===== src/rtl/mem_access.sv =====
// mem_access: load/store unit running one AXI4-Lite read or write per request,
// returning lane-aligned, sign/zero-extended load data or store completion.
module mem_access #(
  parameter int ADDR_W = 32,
  parameter int DATA_W = 32
) (
  input  logic              clk,
  input  logic              rst,
  input  logic              req_valid,
  output logic              req_ready,
  input  logic              req_we,
  input  logic [2:0]        req_funct3,
  input  logic [ADDR_W-1:0] req_addr,
  input  logic [DATA_W-1:0] req_wdata,
  output logic              done,
  output logic              err,
  output logic [DATA_W-1:0] rdata,
  output logic [ADDR_W-1:0] axi_araddr,
  output logic              axi_arvalid,
  input  logic              axi_arready,
  input  logic [DATA_W-1:0] axi_rdata,
  input  logic [1:0]        axi_rresp,
  input  logic              axi_rvalid,
  output logic              axi_rready,
  output logic [ADDR_W-1:0] axi_awaddr,
  output logic              axi_awvalid,
  input  logic              axi_awready,
  output logic [DATA_W-1:0] axi_wdata,
  output logic [3:0]        axi_wstrb,
  output logic              axi_wvalid,
  input  logic              axi_wready,
  input  logic [1:0]        axi_bresp,
  input  logic              axi_bvalid,
  output logic              axi_bready
);
  typedef enum logic [2:0] {IDLE, RD_ADDR, RD_DATA, WR_REQ, WR_RESP, FIN} state_t;
  state_t state_q, state_d;
  logic [2:0] f3_q, f3_d;
  logic [1:0] lane_q, lane_d;
  logic arvalid_q, arvalid_d, rready_q, rready_d, awvalid_q, awvalid_d;
  logic wvalid_q, wvalid_d, bready_q, bready_d, err_q, err_d;
  logic [ADDR_W-1:0] araddr_q, araddr_d, awaddr_q, awaddr_d;
  logic [DATA_W-1:0] wdata_q, wdata_d, rdata_q, rdata_d;
  logic [3:0] wstrb_q, wstrb_d;
  logic illegal, misaligned;
  logic [ADDR_W-1:0] bus_addr;
  logic [3:0] st_strb;
  logic [DATA_W-1:0] st_data, ld_shift, ld_data;
  // Stores only support B/H/W; the unsigned encodings are load-only.
  assign illegal = (req_funct3 == 3'b011) || (req_funct3[2:1] == 2'b11) || (req_we && req_funct3[2]);
  assign misaligned = (req_funct3[1:0] == 2'b01 && req_addr[0]) || (req_funct3[1:0] == 2'b10 && |req_addr[1:0]);
  assign bus_addr = {req_addr[ADDR_W-1:2], 2'b00};
  assign st_strb = req_funct3[1:0] == 2'b00 ? 4'b0001 << req_addr[1:0] :
                   req_funct3[1:0] == 2'b01 ? 4'b0011 << {req_addr[1], 1'b0} : 4'b1111;
  assign st_data = req_funct3[1:0] == 2'b00 ? {4{req_wdata[7:0]}} :
                   req_funct3[1:0] == 2'b01 ? {2{req_wdata[15:0]}} : req_wdata;
  assign ld_shift = axi_rdata >> {lane_q, 3'b000};
  assign ld_data = f3_q[1:0] == 2'b00 ? {{24{~f3_q[2] & ld_shift[7]}}, ld_shift[7:0]} :
                   f3_q[1:0] == 2'b01 ? {{16{~f3_q[2] & ld_shift[15]}}, ld_shift[15:0]} : axi_rdata;
  always_comb begin
    state_d = state_q;
    f3_d = f3_q;
    lane_d = lane_q;
    arvalid_d = arvalid_q;
    rready_d = rready_q;
    awvalid_d = awvalid_q;
    wvalid_d = wvalid_q;
    bready_d = bready_q;
    araddr_d = araddr_q;
    awaddr_d = awaddr_q;
    wdata_d = wdata_q;
    wstrb_d = wstrb_q;
    rdata_d = rdata_q;
    err_d = err_q;
    case (state_q)
      IDLE: if (req_valid) begin
        f3_d = req_funct3;
        lane_d = req_addr[1:0];
        err_d = illegal || misaligned;
        if (illegal || misaligned) state_d = FIN;
        else if (req_we) begin
          state_d = WR_REQ;
          awvalid_d = 1'b1;
          wvalid_d = 1'b1;
          awaddr_d = bus_addr;
          wdata_d = st_data;
          wstrb_d = st_strb;
        end else begin
          state_d = RD_ADDR;
          arvalid_d = 1'b1;
          araddr_d = bus_addr;
        end
      end
      RD_ADDR: if (axi_arready) begin
        arvalid_d = 1'b0;
        rready_d = 1'b1;
        state_d = RD_DATA;
      end
      RD_DATA: if (axi_rvalid) begin
        rready_d = 1'b0;
        err_d = |axi_rresp;
        rdata_d = |axi_rresp ? '0 : ld_data;
        state_d = FIN;
      end
      WR_REQ: begin
        // Address and data channels complete independently in any order.
        awvalid_d = awvalid_q && !axi_awready;
        wvalid_d = wvalid_q && !axi_wready;
        if (!awvalid_d && !wvalid_d) begin
          bready_d = 1'b1;
          state_d = WR_RESP;
        end
      end
      WR_RESP: if (axi_bvalid) begin
        bready_d = 1'b0;
        err_d = |axi_bresp;
        state_d = FIN;
      end
      FIN: begin
        err_d = 1'b0;
        state_d = IDLE;
      end
      default: state_d = IDLE;
    endcase
  end
  always_ff @(posedge clk or posedge rst) begin
    if (rst) begin
      state_q <= IDLE;
      f3_q <= '0;
      lane_q <= '0;
      arvalid_q <= 1'b0;
      rready_q <= 1'b0;
      awvalid_q <= 1'b0;
      wvalid_q <= 1'b0;
      bready_q <= 1'b0;
      araddr_q <= '0;
      awaddr_q <= '0;
      wdata_q <= '0;
      wstrb_q <= '0;
      rdata_q <= '0;
      err_q <= 1'b0;
    end else begin
      state_q <= state_d;
      f3_q <= f3_d;
      lane_q <= lane_d;
      arvalid_q <= arvalid_d;
      rready_q <= rready_d;
      awvalid_q <= awvalid_d;
      wvalid_q <= wvalid_d;
      bready_q <= bready_d;
      araddr_q <= araddr_d;
      awaddr_q <= awaddr_d;
      wdata_q <= wdata_d;
      wstrb_q <= wstrb_d;
      rdata_q <= rdata_d;
      err_q <= err_d;
    end
  end
  assign req_ready = state_q == IDLE;
  assign done = state_q == FIN;
  assign err = err_q;
  assign rdata = rdata_q;
  assign axi_araddr = araddr_q;
  assign axi_arvalid = arvalid_q;
  assign axi_rready = rready_q;
  assign axi_awaddr = awaddr_q;
  assign axi_awvalid = awvalid_q;
  assign axi_wdata = wdata_q;
  assign axi_wstrb = wstrb_q;
  assign axi_wvalid = wvalid_q;
  assign axi_bready = bready_q;
endmodule


===== config.mk =====
export PLATFORM = sky130hd
export DESIGN_NAME = mem_access
export DESIGN_NICKNAME = d
export VERILOG_FILES = /design/src/rtl/mem_access.sv
export SDC_FILE = /design/constraint.sdc
export NUM_CORES = 1
export LEC_CHECK = 0
export CORE_ASPECT_RATIO = 0.6
export CORE_MARGIN = 1.5
export CORE_UTILIZATION = 48
export CTS_CLUSTER_DIAMETER = 80
export DETAILED_ROUTE_END_ITERATION = 16
export PLACE_DENSITY = 0.91
export SYNTH_ARGS = -nofsm -noshare
export SYNTH_HDL_FRONTEND = slang
export SYNTH_SLANG_ARGS = --single-unit

===== constraint.sdc =====
create_clock -name clk -period 10.03 [get_ports clk]
set_input_delay 1.5045 -clock clk [delete_from_list [all_inputs] [get_ports clk]]
set_output_delay 1.5045 -clock clk [all_outputs]
set_load 0.02 [all_outputs]

== After elaboration in Yosys (flattened, before gate mapping) ==
Cells that the tools add are included.

* Flip-flop bits (word level): 142
* Word-level logic and storage cells: 110

* Eq/ne operators: 18
* Shifts and indexed selects: 3
* Multiplexer cells: 35
* Bitwise operators: 5
* Reductions and logical operators: 35

{| class="wikitable"
|+ Operators by type and width
! operator !! number
|-
| 32-bit 2-to-1 mux || 5
|-
| 32-bit by 5-bit right shift with 16-bit output || 1
|-
| 3-bit 2-to-1 mux || 6
|-
| 4-bit AND reduction || 4
|-
| 3-bit case mux with 5 select lines || 1
|-
| 1-bit 2-to-1 mux || 14
|-
| 2-bit != test, second input constant || 7
|-
| 1-bit case mux with 2 select lines || 5
|-
| 5-bit AND reduction || 2
|-
| 3-bit by 2-bit equality test with 1-bit output, second input constant || 3
|-
| 4-bit 2-to-1 mux || 2
|-
| 2-bit nonzero test || 4
|-
| 3-bit equality test, second input constant || 2
|-
| 1-bit logical AND || 6
|-
| 3-bit AND reduction || 2
|-
| 2-bit OR reduction || 3
|-
| 2-bit by 1-bit equality test with 1-bit output, second input constant || 2
|-
| 2-bit equality test, second input constant || 2
|-
| 1-bit zero test || 4
|-
| 2-bit zero test || 2
|-
| 1-bit logical OR || 4
|-
| 1-bit case mux with 4 select lines || 1
|-
| 2-bit AND reduction || 2
|-
| 4-bit nonzero test || 1
|-
| 8 further kinds || 11
|}

== Logic depth before layout (Yosys ltp) ==
Gate-level depths: netlist of run 1.

* Word-level depth: 7
* Mapped depth: 7

== Worst setup path after synthesis of run 1 ==
OpenSTA, ideal clock, no wires.

* Path type: input-to-reg
* Start: input req_funct3[0]
* End: register awaddr_q[2], in the netlist axi_awaddr[2]
* Library setup time: 125 ps
* Data arrival time: 2739 ps
* Path slack: 7166 ps
* Stages: 6
* Buffers on the path: 3
* Path through: buf_2 a221oi_4 o211ai_2 buf_2 buf_6 mux2_4

* Word-level cells in the longest chain between the ends: 6
* Elaborated cells on any way between the ends: 11
* Those cells by class: eq/ne (3); bitwise (1); reduce/logical (7)

{| class="wikitable"
|+ Ends and longest elaborated chain
! item !! RTL line !! RTL
|-
| start, declared || 12 || <nowiki>input logic [2:0] req_funct3,</nowiki>
|-
| 3-bit by 2-bit equality test with 1-bit output, or another cell as far along || 50 || <nowiki>assign illegal = (req_funct3 == 3'b011) || (req_funct3[2:1] == 2'b11) || (req_we && req_funct3[2]);</nowiki>
|-
| 1-bit logical OR or 1-bit logical AND (tied branches) || 50, 51 ||
|-
| 1-bit logical OR, on equally long branches || 50, 51 ||
|-
| 1-bit logical OR (*) || 80 || <nowiki>if (illegal || misaligned) state_d = FIN;</nowiki>
|-
| 1-bit NOT (no source line) (*) || n/a ||
|-
| 4-bit AND reduction (no source line) (*) || n/a ||
|-
| end signal, assigned || 152 || <nowiki>awaddr_q <= awaddr_d;</nowiki>
|-
| end, declared || 42 || <nowiki>logic [ADDR_W-1:0] araddr_q, araddr_d, awaddr_q, awaddr_d;</nowiki>
|}

Mark *: on every way between the ends. The rest lies on a longest branch, timed or not.
A chain may end at the register's enable or synchronous reset.

== Worst setup path after layout of run 1 ==
* Start: input req_funct3[0]
* End: register awaddr_q[15], in the netlist axi_awaddr[15]

Same word-level chain as after synthesis.

==> results of run 1 <==
[synthesized netlist by cell type (2+ instances only)]
cell type,instances,area share [%]
dfrtp_1,142,55
inv_1,10,0.58
a221o_1,24,3.7
a2bb2oi_1,4,0.54
mux2_4,2,0.46
nor3_1,6,0.46
o31ai_1,4,0.46
o21ai_0,41,3.1
nor4_2,2,0.38
o31a_1,2,0.27
or2_2,2,0.19
mux2i_1,32,4.9
buf_4,9,1.0
nor2_2,2,0.19
a22o_1,6,0.81
mux2_2,76,13
a31oi_1,2,0.19
nand2b_1,7,0.67
nor2b_1,6,0.58
mux2_1,2,0.35
o221ai_1,6,0.81
buf_2,14,1.1
a21oi_1,16,1.2
buf_6,2,0.35
clkbuf_1,14,0.81
nand2_1,49,2.8
nor2_1,24,1.4
a22oi_1,3,0.35
a21o_1,7,0.81
[power breakdown]
part | internal (uW) | switching (uW)
sequential | 838 | 215
combinational | 734 | 709
clock | 323 | 248
total | 1900 | 1170
[cell families after synthesis]
family          share of synthesized area [%]
compound gates                          14.27
flops                                   54.53
buf+inv                                 3.898
mux                                     18.86
simple gates                            8.391
other cells                           0.05755
[path summary, 6_finish.rpt]
path	startpoint	cells past startpoint	slack [ns]	to
setup / recovery	req_funct3[0]	5	6.16	axi_awaddr[15]
hold / removal	axi_wdata[27]	2	0.48	axi_wdata[27]
setup reg to reg	state_q[1]	5	7.30	rdata[8]
hold reg to reg	axi_wdata[27]	2	0.48	axi_wdata[27]
max in group asynchronous	rst	3	6.98	axi_araddr[10]
min in group asynchronous	rst	2	1.51	rdata[31]
[through the flow]
step / utilization (%) / setup slack (ns) / instance area (um2) / instances
6_report: 73.48 / 6.162 / 9590 / 956
3_3_place_gp: 69.38 / 5.831 / 9056 / 925
2_1_floorplan: - / 4.716 / 6528 / 543
3_5_place_dp: 69.38 / 5.782 / 9056 / 925
4_1_cts: 73.48 / 6.199 / 9590 / 956
5_1_grt: 73.48 / 6.065 / 9590 / 956
[worst max-delay path, delay by kind of cell]
| kind | cells | cell delay, ns |
|---|---|---|
| buffers and inverters | 2 | 1.75 |
| AOI/OAI and AO/OA | 2 | 0.41 |
| muxes | 1 | 0.43 |
[layer usage]
layer	global-route usage (%)	up-vias
li1	-	2428
met2	43.94	321
met3	9.824	40
met5	0	-
met4	9.871	0
met1	35.48	2664
[area by class of cell]
class                   count  area [um2]
inverters                  10       42.54
flip-flops and latches    142        3553
clock buffers              19       442.9
fillers                   850        3462
clock inverters            12       91.34
repair buffers            252        2510
multi-input cells         351        2738
well taps                 170       212.7
[state kept, by name (all words and copies together), names as in the netlist]
| signal | count |
|---|---|
| axi_awvalid | 1 |
| axi_araddr | 30 |
| axi_arvalid | 1 |
| err | 1 |
| axi_rready | 1 |
| f3_q | 3 |
| axi_wdata | 32 |
| axi_bready | 1 |
| axi_awaddr | 30 |
| rdata | 32 |
| state_q | 3 |
| axi_wstrb | 4 |
| axi_wvalid | 1 |
| lane_q | 2 |
[cells in the final DEF (no fill, tap or decap), types with 5 or more instances in the layout]
cell type	count
nand2b_1	7
inv_1	9
clkbuf_16	17
buf_4	5
a22o_1	6
clkinvlp_4	5
o221ai_1	6
nor2b_1	6
mux2i_1	32
mux2_2	76
dfrtp_1	142
nor2_1	24
a221o_1	24
clkdlybuf4s50_1	247
nand2_1	49
o21ai_0	41
a21oi_1	16
a21o_1	7
nor3_1	6
==> metrics, run 1 <==
crit path launch type primary input; root buf cell clkbuf_16; layout cells sized above 1 16.28%; PD cells 319.7 mW/mm2; Area growth, synth to finish 47.18%; vias 5,453; library cells used by synthesis 53; nets@finish approximately 900; final wirelength 19,500 um; Post-synth EDFFs 0; max-cap violations 0; Mapped Area approximately 0.0065 mm2; Die X 153.4 um; wire length on met1 8155 um; Synth Register Bits 142; TNS Setup 0 ns; crit-path cells clkdlybuf4s50_1, a221oi_4, o211ai_4, buf_4, mux2_2; row cnt 32; GPL Wtd Cong 0.8929; top routing layer in use met4; CTS tree built; IO Pins 252; global route total overflow 0; initial antenna violation count 0; WL/cell 20.40 um; Min Hold Slack roughly 0.48 ns; Die Ht 93.25 um; leading register cell type out of synthesis dfrtp_1; first-pass GRT wire length between 30,000 and 40,000 um; Least-Margin Pin Slew 1.177 ns; Synth Instances between 500 and 600; TritonCTS Buffers 17; setup bufs post-CTS 0; pin count of the biggest net entering global routing 97; hpwl dp 13,830 um; status complete, no violations; asr flop ratio synth 100.0%; CTS Sinks 142; Vias/cell 5.704; Final period util 38.56%; gr usage total 27.72%; CP max FO between 90 and 100; Hold Vio Cnt, Final 0; insertion delay to the later sink of the worst-skew pair roughly 0.4 ns; RSZ-0062 raised after global routing false; CTS H-tree depth 4; post-layout minimum cycle time 3.868 ns; CP max-delay cell clkdlybuf4s50_1; Setup crit end kind flop; metal2 WL 8933 um; Starting Density about half; Crit Path Category in -> reg; Yosys warning count 0; Max Freq 0.2585 GHz; Max Slew Vio Count 0; Max IR drop VDD 0.0001940 V; Antenna Violating Nets Remaining 0; Port Buffers about 250; post_cts resized 0; WP data required 10.31 ns; number of remaining DRC errors 0; setup violators final 0; Leak Pwr 0.004165 uW; Max-slew headroom 20.92%; drt initial violations ~400; Power Total 3067 uW; clock-pin slew on the worst setup and hold paths about 0.060 ns; number of diodes 0; met3 wire length 2002 um; hold-fix buffers at CTS 0; CORE AREA 0.01305 mm2; Worst EP arrival 4.15 ns; drt pass-1 iters 5; Syn Area/Cell 12.07 um2; Clock Path Buffers 2; die area 0.01431 mm2; Worst Clk Skew 0.009516 ns; CP max stage delay 0.99 ns; sequential area share after synthesis 54.53%; Hold/Removal Path Class reg -> reg; vias in the first global route ~5,600
No activity file was read; power rests on OpenSTA's default activity.
==> run 2: changes to the inputs <==
Settings changed: CORE_UTILIZATION 48 to 44, PLACE_DENSITY 0.91 to 0.84.
Clock period 10.03 ns to 3.7 ns, I/O delays scaled along.
==> metrics, run 2 (synthesized netlist as in run 1, its figures left out) <==
status complete, no violations; Reg2Reg Setup Slack 1.25 ns; root buf cell clkbuf_16; drt pass-1 iters 4; post_cts resized 0; PD cells 868.2 mW/mm2; Placement Cell Area 0.009163 mm2; Hold Vio Cnt, Final 0; Antenna Violating Nets Remaining 0; pin count of the biggest net entering global routing 97; Die X 160.1 um; GPL Wtd Cong about 0.83; Max-slew headroom 32.80%; RSZ-0062 raised after global routing false; die area approximately 0.016 mm2; CP max-delay cell clkdlybuf4s50_1; row cnt 34; WP data required 3.14 ns; IO Pins 252; CP max FO 13; Port Buffers approximately 250; Max IR drop VDD 0.0005456 V; insertion delay to the later sink of the worst-skew pair 0.40 ns; Min Hold Slack between 0.4 and 0.5 ns; Crit Path Category reg -> out; setup bufs post-CTS 0; Final Instance Area 0.009761 mm2; vias around 5,300; drt initial violations roughly 260; PnR worst setup slack approximately 1.1 ns; CTS Sinks 142; final wirelength roughly 19,000 um; setup violators final 0; hold-fix buffers at CTS 0; layout cells sized above 1 16.94%; Top delay family on crit path buffers and inverters; Worst EP arrival 2.08 ns; max-cap violations 0; Worst Clk Skew 0.01050 ns; commonest non-fill, non-tap cell in the layout clkdlybuf4s50_1; crit path launch type flop; TNS Setup 0 ns; Die Ht about 100 um; global route total overflow 0; Max Freq roughly 0.38 GHz; gr usage total 24.96%; hpwl dp 13,790 um; post-layout minimum cycle time 2.632 ns; Hold/Removal Path Class reg -> reg; TritonCTS Buffers 17; CTS tree built; CP bufs+invs 2; Starting Density 45.05%; nets@finish 890; crit-path cells inv_1, nor3_1, clkdlybuf4s50_1; CORE AREA approximately 0.014 mm2; Setup crit end kind output pin; number of remaining DRC errors 0; Clock Path Buffers 2; Least-Margin Pin Slew about 1.0 ns; Leak Pwr 0.004239 uW; Final period util 71.13%; Area growth, synth to finish 49.79%; pre-CTS WS 0.7803 ns; Max Slew Vio Count 0; vias in the first global route ~5,600; first-pass GRT wire length 30,570 um; CTS H-tree depth 4; number of diodes 0; CP max stage delay 0.63 ns; Vias/cell 5.394; WL/cell a little under 20 um; initial antenna violation count 0; clock-pin slew on the worst setup and hold paths roughly 0.07 ns; most frequent cells in the layout clkdlybuf4s50_1 (247), dfrtp_1 (142), mux2_2 (76)
[run 2: stage by stage]
step	utilization, %	std cells	total power (uW)
5_1_grt	67.48	989	8909
2_1_floorplan	-	543	4788
4_1_cts	67.48	989	8526
3_5_place_dp	63.35	957	6742
6_report	67.48	989	8474
3_3_place_gp	63.35	957	6597
[run 2: final cells by class]
class                   count  area [um2]
multi-input cells         351        2743
fillers                  1040        4703
well taps                 198       247.7
inverters                  10       41.29
clock buffers              17       425.4
repair buffers            256        2577
flip-flops and latches    142        3553
clock inverters            15       172.7
[run 2: final timing paths]
path                                 endpoint  depth (start not counted)        from
max in group asynchronous           lane_q[0]                          3         rst
min in group asynchronous       axi_wdata[18]                          2         rst
worst max-delay path                     done                          3  state_q[2]
worst min-delay path                 rdata[4]                          2    rdata[4]
worst max register to register      rdata[31]                          4   lane_q[0]
worst min register to register       rdata[4]                          2    rdata[4]
[run 2: worst reg2reg max path: stages, from the launching register on]
cell	delay (ns)
dfrtp_1	0.96
mux2_2	0.38
o221ai_1	0.20
nor3b_4	0.64
a221o_1	0.23
[run 2: report_power, final]
group / internal [uW] / switching [uW]
registers: 2270 / 562
clock network: 1020 / 716
logic: 2000 / 1910
total: 5290 / 3180
[run 2: routing by layer]
| layer | vias to the layer above | wire (um) | GRT usage (%) |
|---|---|---|---|
| met3 | 30 | 1821 | 9.945 |
| met4 | 0 | 262 | 6.111 |
| met2 | 220 | 8880 | 39.46 |
| li1 | 2446 | - | - |
| met5 | - | 0 | 0 |
| met1 | 2639 | 8040 | 32.14 |
==> run 3: changes to the inputs <==
Clock period 3.7 ns to 2.5 ns, I/O delays scaled along.
==> metrics, run 3 (synthesized netlist as in run 1, its figures left out) <==
Crit Path Category reg -> out; nets@finish 901; CTS Sinks 142; setup violators final 0; fill count 1,054; vias 5,423; insertion delay to the later sink of the worst-skew pair 0.40 ns; hpwl dp 13,810 um; drt initial violations approximately 370; root buf cell clkbuf_16; final core utilization 68.32%; Clock Path Buffers 2; die area 0.01557 mm2; Hold/Removal Path Class in -> async; row cnt 34; RSZ-0062 raised after global routing false; Min Hold Slack ~0.36 ns; global route total overflow 0; setup bufs post-CTS 0; Worst EP arrival 1.97 ns; Comb pwr share about 47%; first-pass GRT wire length 30,470 um; CP max FO 13; layout cells sized above 1 18.08%; Top delay family on crit path buffers and inverters; commonest non-fill, non-tap cell in the layout clkdlybuf4s50_1; clock power share about a fifth; P_sw 4687 uW; cell internal pwr 7881 uW; Hold Vio Cnt, Final 0; Vias/cell 5.423; PD cells 1272 mW/mm2; vias in the first global route 5,606; number of remaining DRC errors 0; Antenna Violating Nets Remaining 0; number of diodes 0; crit path launch type flop; Max IR drop VDD between 0.0007 and 0.0008 V; Leak Pwr 0.004303 uW; CP max stage delay between 0.6 and 0.7 ns; Final period util between 90% and 100%; most frequent cells in the layout clkdlybuf4s50_1 (247), dfrtp_1 (141), mux2_2 (76); Die Ht slightly below 100 um; final wirelength 18,960 um; Max-slew headroom 52.25%; Die X 160.1 um; CTS tree built; WP data required 2.12 ns; clock-pin slew on the worst setup and hold paths about 0.070 ns; crit-path cells inv_1, nor3_1, clkdlybuf4s50_1; max-cap violations 0; initial antenna violation count 0; Switching Share 37.29%; pre-CTS WS about 0.15 ns; Max Slew Vio Count 0; TritonCTS Buffers 17; Port Buffers between 200 and 250; WL/cell about 19 um; status complete, no violations; gr usage total 24.82%; Area growth, synth to finish 51.65%; IO Pins 252; CORE AREA 0.01446 mm2; post_cts resized 0; Power Total between 10,000 and 15,000 uW; hold-fix buffers at CTS 0; Setup crit end kind output pin; post-layout minimum cycle time about 2.3 ns; sequential power share 33.0%; PnR worst setup slack 0.1584 ns; Starting Density 45.05%; Worst Clk Skew 0.01060 ns; CP bufs+invs 2; drt pass-1 iters 5; GPL Wtd Cong 0.8899; pin count of the biggest net entering global routing 65; CTS H-tree depth 4; TNS Setup 0 ns; Least-Margin Pin Slew around 0.7 ns; Max Freq 0.4271 GHz; CP max-delay cell clkdlybuf4s50_1
-- run 3: changes by cell type in the layout (fill, tap and decap cells not counted) --
cell,previous run,this run
clkinv_4,1,3
buf_12,3,6
clkbuf_8,0,1
clkbuf_1,0,1
buf_4,6,14
inv_6,7,3
dfrtp_1,142,141
dfrtp_2,0,1
-- run 3: layout make-up --
cell class / count / area (um2) / area share, %
Timing Repair Buffer: 267 / 2698 / 27.30
Clock inverter: 13 / 155.1 / 1.570
Sequential cell: 142 / 3555 / 35.97
Multi-Input combinational cell: 351 / 2743 / 27.75
Inverter: 10 / 41.29 / 0.4178
Tap cell: 198 / 247.7 / 2.507
Clock buffer: 19 / 442.9 / 4.482
-- run 3: path summary, 6_finish.rpt --
check,cells after the start,slack [ns],startpoint,end
worst min-delay path,2,0.36,rst,axi_wdata[31]
max in group asynchronous,3,1.43,rst,state_q[2]
min in group clk,1,0.48,axi_wstrb[2],axi_wstrb[2]
worst max-delay path,3,0.16,state_q[0],done
worst max register to register,4,0.23,lane_q[1],rdata[28]
worst min register to register,1,0.48,axi_wstrb[2],axi_wstrb[2]
-- run 3: through the flow --
step / cells / instance area [um2]
final: 1000 / 9882
after global routing: 1000 / 9882
after CTS: 1000 / 9881
after detailed placement: 968 / 9283
after global placement: 968 / 9283
after floorplan: 543 / 6531
-- run 3: power groups by stage --
stage	clock network [uW]	logic, uW	registers, uW
after floorplan	0	1910	5180
after global placement	0	5730	4080
after detailed placement	0	5850	4160
after CTS	2620	5890	4150
after global routing	2720	6210	4290
final	2560	5850	4150
-- run 3: worst register-to-register path, delay by kind of cell (launching register included) --
kind / cells / cell delay (ns)
AND/OR/NAND/NOR: 2 / 1.05
AO/OA/AOI/OAI: 2 / 0.48
flip-flops: 1 / 0.67
-- run 3: metal layers --
metal / global-route usage [%] / wire length, um
met1: 32.57 / 8051
met2: 39.13 / 8883
met3: 9.902 / 1852
met4: 4.817 / 174
met5: 0 / 0
